[src/rtl/bus_arbiter_3b.sv]
// Three-unit bus arbiter: urgent-first, round-robin otherwise, bounded hold under
// contention and a one-cycle dead turnaround between owners.
module bus_arbiter_3b #(
    parameter int unsigned MAXHOLD = 8
) (
    input  logic       clock,
    input  logic       reset,
    input  logic [2:0] request,
    input  logic [2:0] urgent,
    output logic [2:0] flowvalve,
    output logic [2:0] conflictstatus,
    output logic [2:0] prioritystatus,
    output logic       busbusy,
    output logic [1:0] owner
);

    typedef enum logic [1:0] {IDLE, GRANT, TURN} state_e;

    localparam logic [7:0] HOLD_MAX = 8'(MAXHOLD);
    localparam logic [1:0] NO_OWNER = 2'd3;

    state_e     state_q, state_d;
    logic [1:0] owner_q, owner_d;
    logic       urgent_grant_q, urgent_grant_d;
    logic [1:0] lastowner_q, lastowner_d;
    logic [7:0] holdcount_q, holdcount_d;
    logic [2:0] flowvalve_q, flowvalve_d;
    logic [2:0] conflict_q, conflict_d;
    logic [2:0] priority_q, priority_d;
    logic       busbusy_q, busbusy_d;

    logic [2:0] eu;
    logic [2:0] owner_mask;
    logic [1:0] sel_idx;
    logic       sel_urgent;
    logic       release_c, preempt_c, timeout_c;

    // Scan last+1, last+2, last+3; the nearest requester overwrites farther ones.
    function automatic logic [1:0] rr_pick(input logic [2:0] req, input logic [1:0] last);
        logic [1:0] pick;
        logic [1:0] idx;
        pick = NO_OWNER;
        for (int k = 3; k >= 1; k--) begin
            idx = 2'((int'(last) + k) % 3);
            if (req[idx]) pick = idx;
        end
        return pick;
    endfunction

    // NOTE: every register is reset here; sequential state uses <= so all
    // registers update together from values sampled before the edge.
    always_ff @(posedge clock) begin
        if (reset) begin
            state_q        <= IDLE;
            owner_q        <= NO_OWNER;
            urgent_grant_q <= 1'b0;
            lastowner_q    <= 2'd2;
            holdcount_q    <= 8'd0;
            flowvalve_q    <= 3'b000;
            conflict_q     <= 3'b000;
            priority_q     <= 3'b000;
            busbusy_q      <= 1'b0;
        end else begin
            state_q        <= state_d;
            owner_q        <= owner_d;
            urgent_grant_q <= urgent_grant_d;
            lastowner_q    <= lastowner_d;
            holdcount_q    <= holdcount_d;
            flowvalve_q    <= flowvalve_d;
            conflict_q     <= conflict_d;
            priority_q     <= priority_d;
            busbusy_q      <= busbusy_d;
        end
    end

    // NOTE: each comb output gets a default first so no path infers a latch.
    always_comb begin
        eu          = urgent & request;
        owner_mask  = 3'b001 << owner_q;
        sel_urgent  = |eu;
        if (eu[0])      sel_idx = 2'd0;
        else if (eu[1]) sel_idx = 2'd1;
        else if (eu[2]) sel_idx = 2'd2;
        else            sel_idx = rr_pick(request, lastowner_q);

        release_c = ~|(request & owner_mask);
        preempt_c = !urgent_grant_q && |(eu & ~owner_mask);
        timeout_c = (holdcount_q == HOLD_MAX) && |(request & ~owner_mask);

        state_d        = state_q;
        owner_d        = owner_q;
        urgent_grant_d = urgent_grant_q;
        lastowner_d    = lastowner_q;
        holdcount_d    = holdcount_q;

        case (state_q)
            IDLE, TURN: begin
                if (|request) begin
                    state_d        = GRANT;
                    owner_d        = sel_idx;
                    urgent_grant_d = sel_urgent;
                    lastowner_d    = sel_idx;
                    holdcount_d    = 8'd1;
                end else begin
                    state_d        = IDLE;
                    owner_d        = NO_OWNER;
                    urgent_grant_d = 1'b0;
                end
            end
            GRANT: begin
                if (release_c || preempt_c || timeout_c) begin
                    state_d        = TURN;
                    owner_d        = NO_OWNER;
                    urgent_grant_d = 1'b0;
                end else if (holdcount_q < HOLD_MAX) begin
                    holdcount_d = holdcount_q + 8'd1;
                end
            end
            default: begin
                state_d        = IDLE;
                owner_d        = NO_OWNER;
                urgent_grant_d = 1'b0;
            end
        endcase
    end

    // Outputs are decoded from next state and registered alongside it.
    always_comb begin
        flowvalve_d = 3'b000;
        conflict_d  = 3'b000;
        priority_d  = 3'b000;
        busbusy_d   = 1'b0;
        if (state_d == GRANT) begin
            flowvalve_d = 3'b001 << owner_d;
            busbusy_d   = 1'b1;
            if (urgent_grant_d) priority_d = 3'b001 << owner_d;
            else                conflict_d = 3'b001 << owner_d;
        end
    end

    assign flowvalve      = flowvalve_q;
    assign conflictstatus = conflict_q;
    assign prioritystatus = priority_q;
    assign busbusy        = busbusy_q;
    assign owner          = owner_q;

endmodule

[config.mk]
export PLATFORM = sky130hd
export DESIGN_NAME = bus_arbiter_3b
export DESIGN_NICKNAME = d
export VERILOG_FILES = /design/src/rtl/bus_arbiter_3b.sv
export SDC_FILE = /design/constraint.sdc
export NUM_CORES = 1
export LEC_CHECK = 0
export ABC_AREA = 1
export CORE_ASPECT_RATIO = 0.7
export CORE_MARGIN = 2
export CORE_UTILIZATION = 47
export CTS_CLUSTER_SIZE = 30
export DETAILED_ROUTE_END_ITERATION = 6
export MAX_ROUTING_LAYER = met4
export PLACE_DENSITY = 0.74
export SYNTH_ARGS = -nofsm -noshare
export SYNTH_HDL_FRONTEND = slang
export SYNTH_SLANG_ARGS = --single-unit
[constraint.sdc]
create_clock -name clock -period 1.6 [get_ports clock]
set_input_delay 0.16 -clock clock [delete_from_list [all_inputs] [get_ports clock]]
set_output_delay 0.16 -clock clock [all_outputs]
set_load 0.005 [all_outputs]
== After elaboration in Yosys (flattened, before gate mapping) ==
Cells that the tools add are included.

* Flip-flop bits (word level): 25
* Latch bits: 0
* Memories: 0
* ROM bits: 0
* Memory bits (writable): 0
* Output and inout port bits: 12

* Div/mod/pow operators: 3
* Reduce and logical (&&, ||, !) cells: 19
* Equality and inequality tests: 7
* Add/subtract/negate cells: 4
* Shift-type cells: 2
* Bitwise logic cells: 7
* Mux-type cells: 26
* Order comparisons: 4
* Multipliers: 0

{| class="wikitable"
|+ Operator list
! operator !! count
|-
| $mod A32 B3 Y32 const B || 3
|-
| $mux W8 || 3
|-
| $reduce_or A3 Y1 || 7
|-
| $mux W2 || 9
|-
| $pmux W8 S2 || 1
|-
| $and A3 B3 Y3 || 4
|-
| $lt A2 B3 Y1 const B || 3
|-
| $add A8 B1 Y8 const B || 1
|-
| $eq A8 B4 Y1 const B || 1
|-
| $lt A8 B4 Y1 const B || 1
|-
| $pmux W2 S2 || 2
|-
| $mux W1 || 7
|-
| $add A2 B2 Y3 const B || 2
|-
| $bmux W1 S2 || 3
|-
| $ne A2 B2 Y1 const B || 3
|-
| $shl A1 B2 Y3 const A || 2
|-
| $eq A2 B1 Y1 const B || 2
|-
| $reduce_and A4 Y1 || 1
|-
| $reduce_or A2 Y1 || 2
|-
| $add A2 B1 Y3 const B || 1
|-
| $not A3 Y3 || 1
|-
| $eq A2 B2 Y1 const B || 1
|-
| $logic_and A1 B1 Y1 || 2
|-
| $logic_not A1 Y1 || 2
|-
| other kinds (6) || 8
|}

== Longest topological paths before layout ==
* Depth after elaboration: 13
* Gate-level depth with buffers: 16

== Worst setup path before layout ==
No wires, ideal clock.

* Kind: flip-flop to flip-flop
* From: reg lastowner_q[0]
* To: reg priority_q[0], in the netlist prioritystatus[0]
* Slack: -0.011 ns
* Required time: 1.536 ns
* Setup time: 0.064 ns
* Cell stages (with the launch flop): 16
* Buffers on the path: 0
* Period minus slack after synthesis: 1.611 ns
* Arrival: 1.547 ns
* Path through: dfxtp_1 > inv_1 > ha_1 > inv_1 > nand2_1 > a21oi_1 > nor2_1 > nand2_1 > o21ai_1 > nand2_1 > nand2_1 > nand2_1 > nand2_2 > nand2_4 > nand2_2 > nor2_1

* Longest elaborated chain between the ends: 13

{| class="wikitable"
|+ RTL lines
! element !! RTL line !! RTL
|-
| start: declaration || 25 || <nowiki>logic [1:0] lastowner_q, lastowner_d;</nowiki>
|-
| start signal: assignment || 67 || <nowiki>lastowner_q <= lastowner_d;</nowiki>
|-
| $add A2 B2 Y3 || 44 || <nowiki>idx = 2'((int'(last) + k) % 3);</nowiki>
|-
| $mod A32 B3 Y32 || 44 ||
|-
| $bmux W1 S2 || 45 || <nowiki>if (req[idx]) pick = idx;</nowiki>
|-
| $mux W1 (implied by the code) || 45 ||
|-
| $mux W2 (2 in a row) || 45 ||
|-
| $mux W2 * || 45 ||
|-
| $mux W2 * || 83 || <nowiki>else if (eu[2]) sel_idx = 2'd2;</nowiki>
|-
| $mux W2 * || 82 || <nowiki>else if (eu[1]) sel_idx = 2'd1;</nowiki>
|-
| $mux W2 * || 81 || <nowiki>if (eu[0]) sel_idx = 2'd0;</nowiki>
|-
| $mux W2 * || 98 || <nowiki>if (|request) begin</nowiki>
|-
| $pmux W2 S2 * || 96 || <nowiki>case (state_q)</nowiki>
|-
| $shl A1 B2 Y3 * || 136 || <nowiki>if (urgent_grant_d) priority_d = 3'b001 << owner_d;</nowiki>
|-
| end signal: assignment || 71 || <nowiki>priority_q <= priority_d;</nowiki>
|-
| end: declaration || 29 || <nowiki>logic [2:0] priority_q, priority_d;</nowiki>
|}

Every way passes the cells marked *; elsewhere a longest branch is shown, timed or not. The select of a mux whose other input is x is not followed.
A chain may end at the register's enable or synchronous reset.

== Final worst setup path ==
* From: reg lastowner_q[0]
* To: reg flowvalve_q[2], in the netlist flowvalve[2]

* Longest elaborated chain between the ends: 13

{| class="wikitable"
|+ RTL lines
! element !! RTL line !! RTL
|-
| $add A2 B2 Y3 || 44 ||
|-
| $mod A32 B3 Y32 || 44 ||
|-
| $bmux W1 S2 || 45 ||
|-
| $mux W1 (implied by the code) || 45 ||
|-
| $mux W2 (2 in a row) || 45 ||
|-
| $mux W2 * || 45 ||
|-
| $mux W2 * || 83 ||
|-
| $mux W2 * || 82 ||
|-
| $mux W2 * || 81 ||
|-
| $mux W2 * || 98 ||
|-
| $pmux W2 S2 * || 96 ||
|-
| $shl A1 B2 Y3 * || 134 || <nowiki>flowvalve_d = 3'b001 << owner_d;</nowiki>
|-
| end signal: assignment || 69 || <nowiki>flowvalve_q <= flowvalve_d;</nowiki>
|-
| end: declaration || 27 || <nowiki>logic [2:0] flowvalve_q, flowvalve_d;</nowiki>
|}

Marks and branches as above.

==> out/qor.csv <==
metric,value,unit
status,finished with violations,
failing checks,negative setup slack,
post-route setup slack,-0.09504,ns
Reg area,509.2,µm²
first-pass GRT wire length,4747,µm
post-synth top area cell,dfxtp_1,
synth-to-layout area growth,38.78,%
post-route ant nets,0,
Crit Path Max Fanout,4,
"Seq/Total Area, Yosys",0.3988,
Async SR Flop Fraction,0,
diode count,0,
initial drt markers,57,
synth cell count leaders,"nand2_1 (41), inv_1 (28), dfxtp_1 (25)",
Worst Tran Pin Value,0.3306,ns
Core ar.,0.002496,mm²
Final setup viols,11,
Post-Syn Area,0.001255,mm²
critical path class,reg -> reg,
worst-case clock buffer depth,2,
slew margin rel.,0.7788,
area share of the largest cell type after synthesis,0.3988,
gp weighted congestion,0.8515,
fin crit period,1.695,ns
Fmax,0.5900,GHz
Ports,20,
CTS tree,done,
"Clk pin slew, worst setup/hold paths",0.08,ns
Die Y,47.24,µm
Setup TNS Final,-0.7483,ns
Mapped Nets,189,
largest net degree at the start of global routing,16,
Max Cap Viol,0,
final hold vios,0,
post-route clock skew,0.002537,ns
Mapped Cells,176,
total power,1.649,mW
final period utilization,1.059,
RSZ-0062 raised after global routing,yes,
DRC Markers,0,
CP Capture Type,register,
R2R Setup Slk,-0.1,ns
DIE AREA,0.003106,mm²
WP data required,1.80,ns
root buffer cell,clkbuf_8,
Initial Util,0.5028,
worst skew pair latency,0.27,ns
vias post-DR,1208,
"Slew Viols, Final",0,
Yosys warning count,0,
predominant post-synthesis flop cell,dfxtp_1,
layout cell share with drive strength beyond 1,0.3302,
cell with the most instances after synthesis,nand2_1,
gr usage total,0.2107,
Avg Vias per Cell,4.911,
Hold Path Class,reg -> reg,
crit path DAT,1.90,ns
# hold bufs at CTS,0,
"Avg Cell Area, Syn",7.130,µm²
post-synth cell types,22,
Static Leakage,0.7781,nW
startpoint types,register,
CTS H-Tree Depth,1,
VDD IR max,0.6126,mV
PwrDens,946.8,mW/mm²
vias in the first global route,1154,
Routed wire per std cell,12.01,µm
Port Buf Inserts,19,
Post-synth EDFFs,0,
FILL cells,213,
area occupied by multi-input gates,721.9,µm²
Die X,65.76,µm
Final nets,226,
ranking of synthesized cells by area,"dfxtp_1 (40%), nand2_1 (12%), inv_1 (8.4%)",
CTS Sinks,25,
Detailed Route WL,2955,µm
grt ovf,0,
register bit total from synthesis,25,
initial antenna violation count,0,
Num CTS Buffers,3,
hpwl dp,2259,µm
Rows,15,
First-pass DRT Iterations,4,
==> layout make-up <==
cell class | count | share of cell area
clock buffer | 3 | 0.02371
clock inverter | 1 | 0.004310
inverter | 31 | 0.07256
multi-input combinational | 119 | 0.4145
sequential | 25 | 0.2924
tap | 34 | 0.02443
timing repair buffer | 33 | 0.1681
==> metal layers <==
metal / up-vias / wire (µm) / part of all wire / GRT usage
li1: 617 / - / - / -
met1: 544 / 1321 / 0.45 / 0.2365
met2: 38 / 1441 / 0.49 / 0.3778
met3: 9 / 148 / 0.050 / 0.05036
met4: 0 / 44 / 0.015 / 0.07083
met5: - / 0 / 0 / -
==> where the power goes <==
group	switching, mW	internal [mW]
sequential	0.0331	0.672
combinational	0.322	0.253
clock	0.193	0.176
==> kinds of logic after synthesis <==
logic type,after synthesis,share of synthesized area
buffers and inverters,32,0.09870
adder cells (fa/ha/maj),5,0.04985
AO/OA/AOI/OAI,17,0.07377
flip-flops,25,0.3988
AND/OR/NAND/NOR,97,0.3789
==> critical path: stages, from the launching register on <==
cell and delay, ns:
dfxtp_2 0.33, buf_4 0.13, ha_4 0.17, inv_6 0.07, nand2_2 0.05, nand3_1 0.10
nand3_2 0.07, nor2_1 0.11, o21ai_1 0.08, nand2_1 0.06, nand2_1 0.05, nand2_1 0.06
nand2_2 0.09, nand2_4 0.10, nand2_2 0.06, nor2_1 0.10
==> flip-flops by register name, summed over array words and instances, names as in the netlist <==
| register | count |
|---|---|
| flowvalve | 3 |
| prioritystatus | 3 |
| owner | 2 |
| urgent_grant_q | 1 |
| busbusy | 1 |
| lastowner_q | 2 |
| holdcount_q | 8 |
| conflictstatus | 3 |
| state_q | 2 |
==> metrics by stage <==
stage / setup WS (ns) / util / cell area (µm²) / instances / hold WS (ns)
floorplan: 0.004644 / - / 1255 / 176 / 0.4222
global placement: -0.2645 / 0.6301 / 1573 / 240 / 0.4298
detailed placement: -0.3030 / 0.6301 / 1573 / 240 / 0.4380
CTS: -0.04965 / 0.6797 / 1697 / 246 / 0.4500
global route: -0.2348 / 0.6977 / 1742 / 246 / 0.4600
finish: -0.09504 / 0.6977 / 1742 / 246 / 0.4471
==> layout by cell type (no fill, tap or decap), types with 5 or more instances in the layout <==
cell type	netlist	final
o21ai_1	3	6
nand2_2	10	14
nor2_1	18	15
buf_4	0	14
nand3_2	3	5
inv_1	28	22
clkdlybuf4s50_1	0	17
inv_2	2	6
nand3_1	12	10
dfxtp_1	25	20
nand2_1	41	35
==> timing repair <==
item                       4_1_cts  5_1_grt
setup endpoints to repair       14       22
pin swaps                       10        2
buffers inserted                 2        0
gates resized for setup         25       16
==> worst paths after layout <==
kind / from / to / cells after the start
hold / removal: holdcount_q[6]$_SDFFE_PP0P_ / holdcount_q[6]$_SDFFE_PP0P_ / 2
setup / recovery: lastowner_q[0]$_SDFFE_PP0P_ / flowvalve[2]$_SDFF_PP0_ / 15
setup reg to reg: lastowner_q[0]$_SDFFE_PP0P_ / flowvalve[2]$_SDFF_PP0_ / 15
hold reg to reg: holdcount_q[6]$_SDFFE_PP0P_ / holdcount_q[6]$_SDFFE_PP0P_ / 2
Power figures use the tool's default switching activity.
